==> src/rtl/decoder_pkg.sv <==
// ----------------------------------------------------------------------------
// decoder_pkg
// Shared definitions for the decoder_scan_n block:
//   - state_t   : controller state encoding (ST_BLANK only when the
//                 DECODER_BLANKING_EN macro is defined)
//   - onehot()  : index -> one-hot vector (MAX_OUT wide, callers truncate)
//   - clog2()   : minimum counter width for a count range (at least 1 bit)
// ----------------------------------------------------------------------------
package decoder_pkg;

    // Widest address supported by onehot(); callers cast the result down.
    localparam int MAX_SEL_W = 8;
    localparam int MAX_OUT   = 2 ** MAX_SEL_W;

    typedef enum logic [1:0] {
        ST_IDLE   = 2'd0,
        ST_DIRECT = 2'd1,
        ST_SCAN   = 2'd2
`ifdef DECODER_BLANKING_EN
        ,
        ST_BLANK  = 2'd3
`endif
    } state_t;

    function automatic logic [MAX_OUT-1:0] onehot(input logic [MAX_SEL_W-1:0] i_idx);
        return MAX_OUT'(1) << i_idx;
    endfunction

    // Bits needed to hold 0..value-1; never less than one bit.
    function automatic int clog2(input int value);
        for (int w = 1; w < 32; w++) begin
            if ((1 << w) >= value) begin
                return w;
            end
        end
        return 32;
    endfunction

endpackage

==> src/rtl/decoder_scan_n_scan_next_idx.sv <==
// ----------------------------------------------------------------------------
// scan_next_idx
// Combinational rotate-priority search for the next unmasked channel.
// Ports:
//   i_idx     : search origin
//   i_mask    : bit k = 1 -> channel k is not selectable
//   i_incl    : 1 = origin itself is a candidate, 0 = search strictly after it
//   o_idx     : first unmasked channel found (origin when none found)
//   o_found   : at least one candidate is unmasked
//   o_wrapped : the search passed the top index and rolled over to 0, i.e.
//               in exclusive mode the result is <= the origin
// ----------------------------------------------------------------------------
module scan_next_idx #(
    parameter int SEL_W = 3
) (
    input  logic [SEL_W-1:0]      i_idx,
    input  logic [2**SEL_W-1:0]   i_mask,
    input  logic                  i_incl,
    output logic [SEL_W-1:0]      o_idx,
    output logic                  o_found,
    output logic                  o_wrapped
);

    localparam int N_OUT = 2 ** SEL_W;

    // NOTE: combinational logic uses blocking assignments and gives every
    // output a default before any branch, so no latch can be inferred.
    always_comb begin
        logic [SEL_W:0] v_sum;
        o_idx     = i_idx;
        o_found   = 1'b0;
        o_wrapped = 1'b0;
        v_sum     = '0;
        // Candidates are origin+0..N-1 (inclusive) or origin+1..N (exclusive);
        // the carry out of the SEL_W-bit sum marks a roll-over past the top.
        for (int k = 0; k < N_OUT; k++) begin
            v_sum = {1'b0, i_idx} + (SEL_W+1)'(k) + {{SEL_W{1'b0}}, ~i_incl};
            if (!o_found && !i_mask[v_sum[SEL_W-1:0]]) begin
                o_idx     = v_sum[SEL_W-1:0];
                o_found   = 1'b1;
                o_wrapped = v_sum[SEL_W];
            end
        end
    end

endmodule

==> src/rtl/decoder_scan_n.sv <==
// ----------------------------------------------------------------------------
// decoder_scan_n
// Registered SEL_W -> 2**SEL_W one-hot decoder with a channel scanner.
//   scan = 0 : out <= 1 << sel every cycle (mask ignored)
//   scan = 1 : one-hot walks through unmasked channels, DWELL cycles each
// Optional macro DECODER_BLANKING_EN inserts BLANK all-zero cycles after each
// scan advance (idx already shows the new channel during the gap).
// Ports:
//   clk   : rising-edge clock
//   reset : asynchronous, active-high reset
//   en    : global enable (0 -> outputs cleared, idx held)
//   scan  : 0 = direct decode, 1 = scan
//   sel   : direct address / scan start point
//   mask  : bit k = 1 -> channel k skipped while scanning
//   out   : registered one-hot select, all-zero when inactive
//   idx   : index of current/next channel
//   wrap  : one-cycle pulse after an advance to a lower-or-equal index
// ----------------------------------------------------------------------------
module decoder_scan_n #(
    parameter int SEL_W = 3,
    parameter int DWELL = 4,
    parameter int BLANK = 1
) (
    input  logic                 clk,
    input  logic                 reset,
    input  logic                 en,
    input  logic                 scan,
    input  logic [SEL_W-1:0]     sel,
    input  logic [2**SEL_W-1:0]  mask,
    output logic [2**SEL_W-1:0]  out,
    output logic [SEL_W-1:0]     idx,
    output logic                 wrap
);

    import decoder_pkg::*;

    localparam int N_OUT = 2 ** SEL_W;
    // One width serves both the dwell and the blank phase counters.
    localparam int CNT_W = clog2((DWELL > BLANK) ? DWELL : BLANK);

    state_t             r_state, w_state_nxt;
    logic [N_OUT-1:0]   r_out,   w_out_nxt;
    logic [SEL_W-1:0]   r_idx,   w_idx_nxt;
    logic               r_wrap,  w_wrap_nxt;
    logic [CNT_W-1:0]   r_cnt,   w_cnt_nxt;
`ifdef DECODER_BLANKING_EN
    logic [CNT_W-1:0]   r_blank_cnt, w_blank_nxt;
`endif

    // One search engine: inclusive from sel when starting a scan,
    // exclusive from the current channel while scanning.
    logic [SEL_W-1:0]   w_srch_from;
    logic               w_srch_incl;
    logic [SEL_W-1:0]   w_srch_idx;
    logic               w_srch_found;
    logic               w_srch_wrapped;

    assign w_srch_from = (r_state == ST_SCAN) ? r_idx : sel;
    assign w_srch_incl = (r_state != ST_SCAN);

    scan_next_idx #(.SEL_W(SEL_W)) u_next (
        .i_idx     (w_srch_from),
        .i_mask    (mask),
        .i_incl    (w_srch_incl),
        .o_idx     (w_srch_idx),
        .o_found   (w_srch_found),
        .o_wrapped (w_srch_wrapped)
    );

    always_comb begin
        w_state_nxt = r_state;
        w_out_nxt   = r_out;
        w_idx_nxt   = r_idx;
        w_wrap_nxt  = 1'b0;
        w_cnt_nxt   = r_cnt;
`ifdef DECODER_BLANKING_EN
        w_blank_nxt = r_blank_cnt;
`endif
        if (!en) begin
            w_state_nxt = ST_IDLE;
            w_out_nxt   = '0;
            w_cnt_nxt   = '0;
`ifdef DECODER_BLANKING_EN
            w_blank_nxt = '0;
`endif
        end else if (!scan) begin
            w_state_nxt = ST_DIRECT;
            w_out_nxt   = N_OUT'(onehot(MAX_SEL_W'(sel)));
            w_idx_nxt   = sel;
            w_cnt_nxt   = '0;
`ifdef DECODER_BLANKING_EN
            w_blank_nxt = '0;
`endif
        end else begin
            case (r_state)
                ST_SCAN: begin
                    if (!w_srch_found) begin
                        // Everything masked: park with out=0 and idx held.
                        w_out_nxt = '0;
                        w_cnt_nxt = '0;
                    end else if (r_out == '0 || mask[r_idx] ||
                                 r_cnt == CNT_W'(DWELL-1)) begin
                        // Advance on dwell expiry, on the current channel being
                        // masked, or when resuming from the parked (out=0) state.
                        w_idx_nxt  = w_srch_idx;
                        w_wrap_nxt = w_srch_wrapped;
                        w_cnt_nxt  = '0;
`ifdef DECODER_BLANKING_EN
                        w_state_nxt = ST_BLANK;
                        w_out_nxt   = '0;
                        w_blank_nxt = '0;
`else
                        w_out_nxt   = N_OUT'(onehot(MAX_SEL_W'(w_srch_idx)));
`endif
                    end else begin
                        w_cnt_nxt = r_cnt + CNT_W'(1);
                    end
                end
`ifdef DECODER_BLANKING_EN
                ST_BLANK: begin
                    if (r_blank_cnt == CNT_W'(BLANK-1)) begin
                        w_state_nxt = ST_SCAN;
                        w_blank_nxt = '0;
                        w_cnt_nxt   = '0;
                        // A channel masked during the gap is never driven; out=0
                        // in SCAN makes the next edge search onward from here.
                        w_out_nxt   = mask[r_idx] ? '0
                                                  : N_OUT'(onehot(MAX_SEL_W'(r_idx)));
                    end else begin
                        w_blank_nxt = r_blank_cnt + CNT_W'(1);
                    end
                end
`endif
                default: begin
                    // Scan entry from IDLE or DIRECT.
                    w_state_nxt = ST_SCAN;
                    w_cnt_nxt   = '0;
                    if (w_srch_found) begin
                        w_idx_nxt = w_srch_idx;
                        w_out_nxt = N_OUT'(onehot(MAX_SEL_W'(w_srch_idx)));
                    end else begin
                        w_out_nxt = '0;
                    end
                end
            endcase
        end
    end

    // NOTE: registered state is updated with non-blocking assignments so every
    // flop samples the pre-edge values regardless of statement order.
    always_ff @(posedge clk or posedge reset) begin
        if (reset) begin
            r_state     <= ST_IDLE;
            r_out       <= '0;
            r_idx       <= '0;
            r_wrap      <= 1'b0;
            r_cnt       <= '0;
`ifdef DECODER_BLANKING_EN
            r_blank_cnt <= '0;
`endif
        end else begin
            r_state     <= w_state_nxt;
            r_out       <= w_out_nxt;
            r_idx       <= w_idx_nxt;
            r_wrap      <= w_wrap_nxt;
            r_cnt       <= w_cnt_nxt;
`ifdef DECODER_BLANKING_EN
            r_blank_cnt <= w_blank_nxt;
`endif
        end
    end

    assign out  = r_out;
    assign idx  = r_idx;
    assign wrap = r_wrap;

endmodule

==> config.mk <==
export PLATFORM = sky130hd
export DESIGN_NAME = decoder_scan_n
export DESIGN_NICKNAME = d
export VERILOG_FILES = /design/src/rtl/decoder_pkg.sv /design/src/rtl/decoder_scan_n_scan_next_idx.sv /design/src/rtl/decoder_scan_n.sv
export SDC_FILE = /design/constraint.sdc
export NUM_CORES = 1
export LEC_CHECK = 0
export BUFFER_PORTS_ARGS = -buffer_cell sky130_fd_sc_hd__clkbuf_2
export CORE_MARGIN = 2
export CORE_UTILIZATION = 35
export DETAILED_ROUTE_END_ITERATION = 10
export HOLD_SLACK_MARGIN = 0.15
export PLACE_DENSITY_LB_ADDON = 0.05
export SLEW_MARGIN = 25
export SYNTH_ARGS = -nofsm -noshare
export SYNTH_HDL_FRONTEND = slang
export SYNTH_SLANG_ARGS = --single-unit
==> constraint.sdc <==
create_clock -name clk -period 4 [get_ports clk]
set_input_delay 0.8 -clock clk [delete_from_list [all_inputs] [get_ports clk]]
set_output_delay 0.8 -clock clk [all_outputs]
set_load 0.02 [all_outputs]
==> out/metrics.csv <==
metric,value,unit
Worst setup EP type,register,
placed cell areas,2640,µm²
mapped cell area,2250,µm²
Die Width,84.1,µm
most frequent cells in the layout,"buf_4 (33), clkbuf_2 (26), nand2_1 (21)",
Starting Density,35.8,%
DRT antenna net count,0,
Reg2Reg Setup Slack,0.30,ns
RSZ-0062 raised after global routing,no,
WP data required,4.15,ns
Clk pwr share,11.3,%
Hold EP,r_cnt[0],
Max-Cap Viols,0,
Seq pwr share,19.1,%
GPL Wtd Cong,0.902,
CP startpoint,r_state[0],
Clock Pin Slew Worst Setup and Hold Paths,0.06,ns
total power,1.03,mW
first-pass iteration count of the detailed router,4,
synthesis-stage register bit count,16,
Placed Cells,385,
DR vias,2309,
Site Rows,29,
LEAKAGE,1.18,nW
number of buffers created by CTS,3,
ys flop type,dfrtp_1,
routed vias/inst,5.95,
first-pass GRT wire length,12100,µm
"leading cell type in the layout, fill and taps excluded",buf_4,
Psw,0.480,mW
# DRC,0,
GR Overflow Total,0,
part of the Yosys area used for sequential elements,17.8,%
cell mode on critical path,nand2b_1,
Syn-to-layout area delta,19.8,%
Hold Path Stages,1,
Reg2Reg Capture Point,out[1],
Sw Share,46.5,%
synth warn,0,
Slew Limit Fails,0,
"Period Utilization, post-route",92.5,%
Worst slew margin,29.9,%
Critical Path Start Type,register,
Tmin final,3.70,ns
final std cells w/o fill,388,
Gate power share,69.6,%
clk sinks,16,
Iter 0 DRT Violations,124,
asr flop ratio synth,100,%
Power Internal,0.553,mW
"Hold-fix buffers, CTS",0,
drt total wl,7510,µm
final setup vio count,0,
Core ar.,6280,µm²
Max Freq,0.270,GHz
clock buffer depth,2,
routed len/inst,19.4,µm
"Hold Violations, Final",0,
CP max stage cell,mux4_2,
"slowest stage delay, CP",0.58,ns
PD cells,384,nW/µm²
Die Y,84.1,µm
status,"complete, no violations",
GRT Overall Usage,21.6,%
post-route cell area,2690,µm²
Die ar.,7080,µm²
Port Buffers,26,
Unique masters post-synth,63,
IO Pins,27,
R2R depth,11,
critical path class,reg2reg,
DP Wirelength,6240,µm
largest net degree at the start of global routing,17,
peak supply drop,0.000189,V
vias in the first global route,2202,
syn_area_per_cell,8.54,µm²
Post-CTS Setup Inserts,0,
pre-CTS setup slack,0.107,ns
diodes inserted,0,
worst hold path startpoint,r_cnt[0],
worst-path fanout max,14,
CP top delay family,compound AO/OA/AOI/OAI gates,
# nets final,332,
reg-to-reg critical path startpoint,r_state[0],
Root Driver,clkbuf_8,
Mapped Cells,263,
initial antenna violation count,0,
CTS resizes,0,
post-route setup slack,0.298,ns
skew final,0.00180,ns
"Buf+Inv Stages, Crit Path",1,
worst min-delay path class,reg2reg,
critical path cell sequence,"nand2b_1, buf_4, a21o_2, mux2_2, mux4_2, a211oi_1, a21oi_1, o22a_1, o31a_1, nand2b_1, o31ai_1",
TritonCTS clock tree,built,
Worst Path Arrival,3.85,ns
worst skew pair latency,0.25,ns
number of synthesized flops with an enable pin,0,
Post-Syn Nets,282,
H-Tree Depth,1,
Worst Tran Pin Value,1.04,ns
share of layout cells above drive strength 1,29.6,%
setup TNS,0,ns
sequential cells by signal (all words and copies together), names as in the netlist:
| name | cells |
|---|---|
| out | 8 |
| idx | 3 |
| r_cnt | 2 |
| r_state | 2 |
| wrap | 1 |
kinds of logic (layout without fill, tap and decap cells):
logic type      count (synthesis)  in the layout  synth area share, %
compound gates                 93             93                 29.9
xor+xnor                        6              6                 2.67
fa+ha+maj                       4              4                 2.23
buf+inv                        27             75                 5.90
flops                          16             16                 17.8
mux                            33             33                 21.8
simple gates                   84             84                 19.7
worst max-delay path by stage:
| stage | end | depth (start not counted) |
|---|---|---|
| finish | out[1] | 11 |
| global route | out[2] | 12 |
| CTS | out[2] | 12 |
| detailed placement | out[2] | 12 |
| global placement | out[7] | 12 |
| floorplan | out[1] | 12 |
synthesized netlist by cell type, types with 2 or more instances:
cell | count | area (µm²)
a21oi_1 | 15 | 75.1
inv_1 | 12 | 45.0
o21bai_1 | 2 | 15.0
clkbuf_1 | 5 | 18.8
a21o_1 | 8 | 60.1
xor2_1 | 4 | 35.0
a311oi_2 | 2 | 30.0
buf_6 | 3 | 33.8
and2_1 | 3 | 18.8
mux2i_1 | 16 | 160
o21ai_0 | 9 | 45.0
ha_1 | 4 | 50.1
a32oi_1 | 2 | 17.5
a211oi_1 | 13 | 97.6
nor3_1 | 6 | 30.0
o31ai_1 | 8 | 60.1
buf_2 | 4 | 20.0
mux2_2 | 4 | 45.0
dfrtp_1 | 16 | 400
nor2_1 | 18 | 67.6
nand2_1 | 21 | 78.8
o211ai_1 | 2 | 15.0
nand3_1 | 8 | 40.0
nor2b_1 | 5 | 31.3
mux4_2 | 11 | 248
o22ai_1 | 5 | 31.3
nand4_1 | 2 | 12.5
a41oi_1 | 2 | 17.5
a22oi_1 | 6 | 45.0
o21a_1 | 2 | 15.0
a31oi_1 | 3 | 18.8
nand2b_1 | 7 | 43.8
a21boi_0 | 3 | 22.5
nor4_1 | 3 | 18.8
stage by stage:
step | hold WS, ns | utilization, %
2_1_floorplan | 0.416 | -
3_3_place_gp | 0.441 | 42.0
3_5_place_dp | 0.439 | 42.0
4_1_cts | 0.446 | 42.7
5_1_grt | 0.474 | 42.9
6_report | 0.442 | 42.9
layout make-up:
| cell class | instances | area, µm² |
|---|---|---|
| fillers | 662 | 3580 |
| multi-input cells | 220 | 1730 |
| flip-flops and latches | 16 | 400 |
| repair buffers | 59 | 378 |
| well taps | 77 | 96.3 |
| inverters | 13 | 48.8 |
| clock buffers | 3 | 41.3 |
worst register-to-register path, cell delays in order (launching register included):
cell,delay (ns)
dfrtp_1,0.41
nand2b_1,0.32
buf_4,0.21
a21o_2,0.34
mux2_2,0.42
mux4_2,0.58
a211oi_1,0.24
a21oi_1,0.07
o22a_1,0.20
o31a_1,0.35
nand2b_1,0.22
o31ai_1,0.24
layer usage:
| metal | track usage (%) | wire, µm | up-vias |
|---|---|---|---|
| met2 | 37.5 | 3740 | 61 |
| li1 | - | - | 1113 |
| met1 | 28.6 | 3390 | 1122 |
| met4 | 6.89 | 163 | 0 |
| met5 | 0 | 0 | - |
| met3 | 1.29 | 221 | 13 |
power groups by stage:
stage	Clock (mW)	Combinational (mW)	Sequential, mW
global route	0.126	0.780	0.200
CTS	0.121	0.711	0.197
finish	0.117	0.719	0.197
floorplan	0	0.461	0.214
global placement	0	0.716	0.200
detailed placement	0	0.708	0.200
Power figures use the tool's default switching activity.
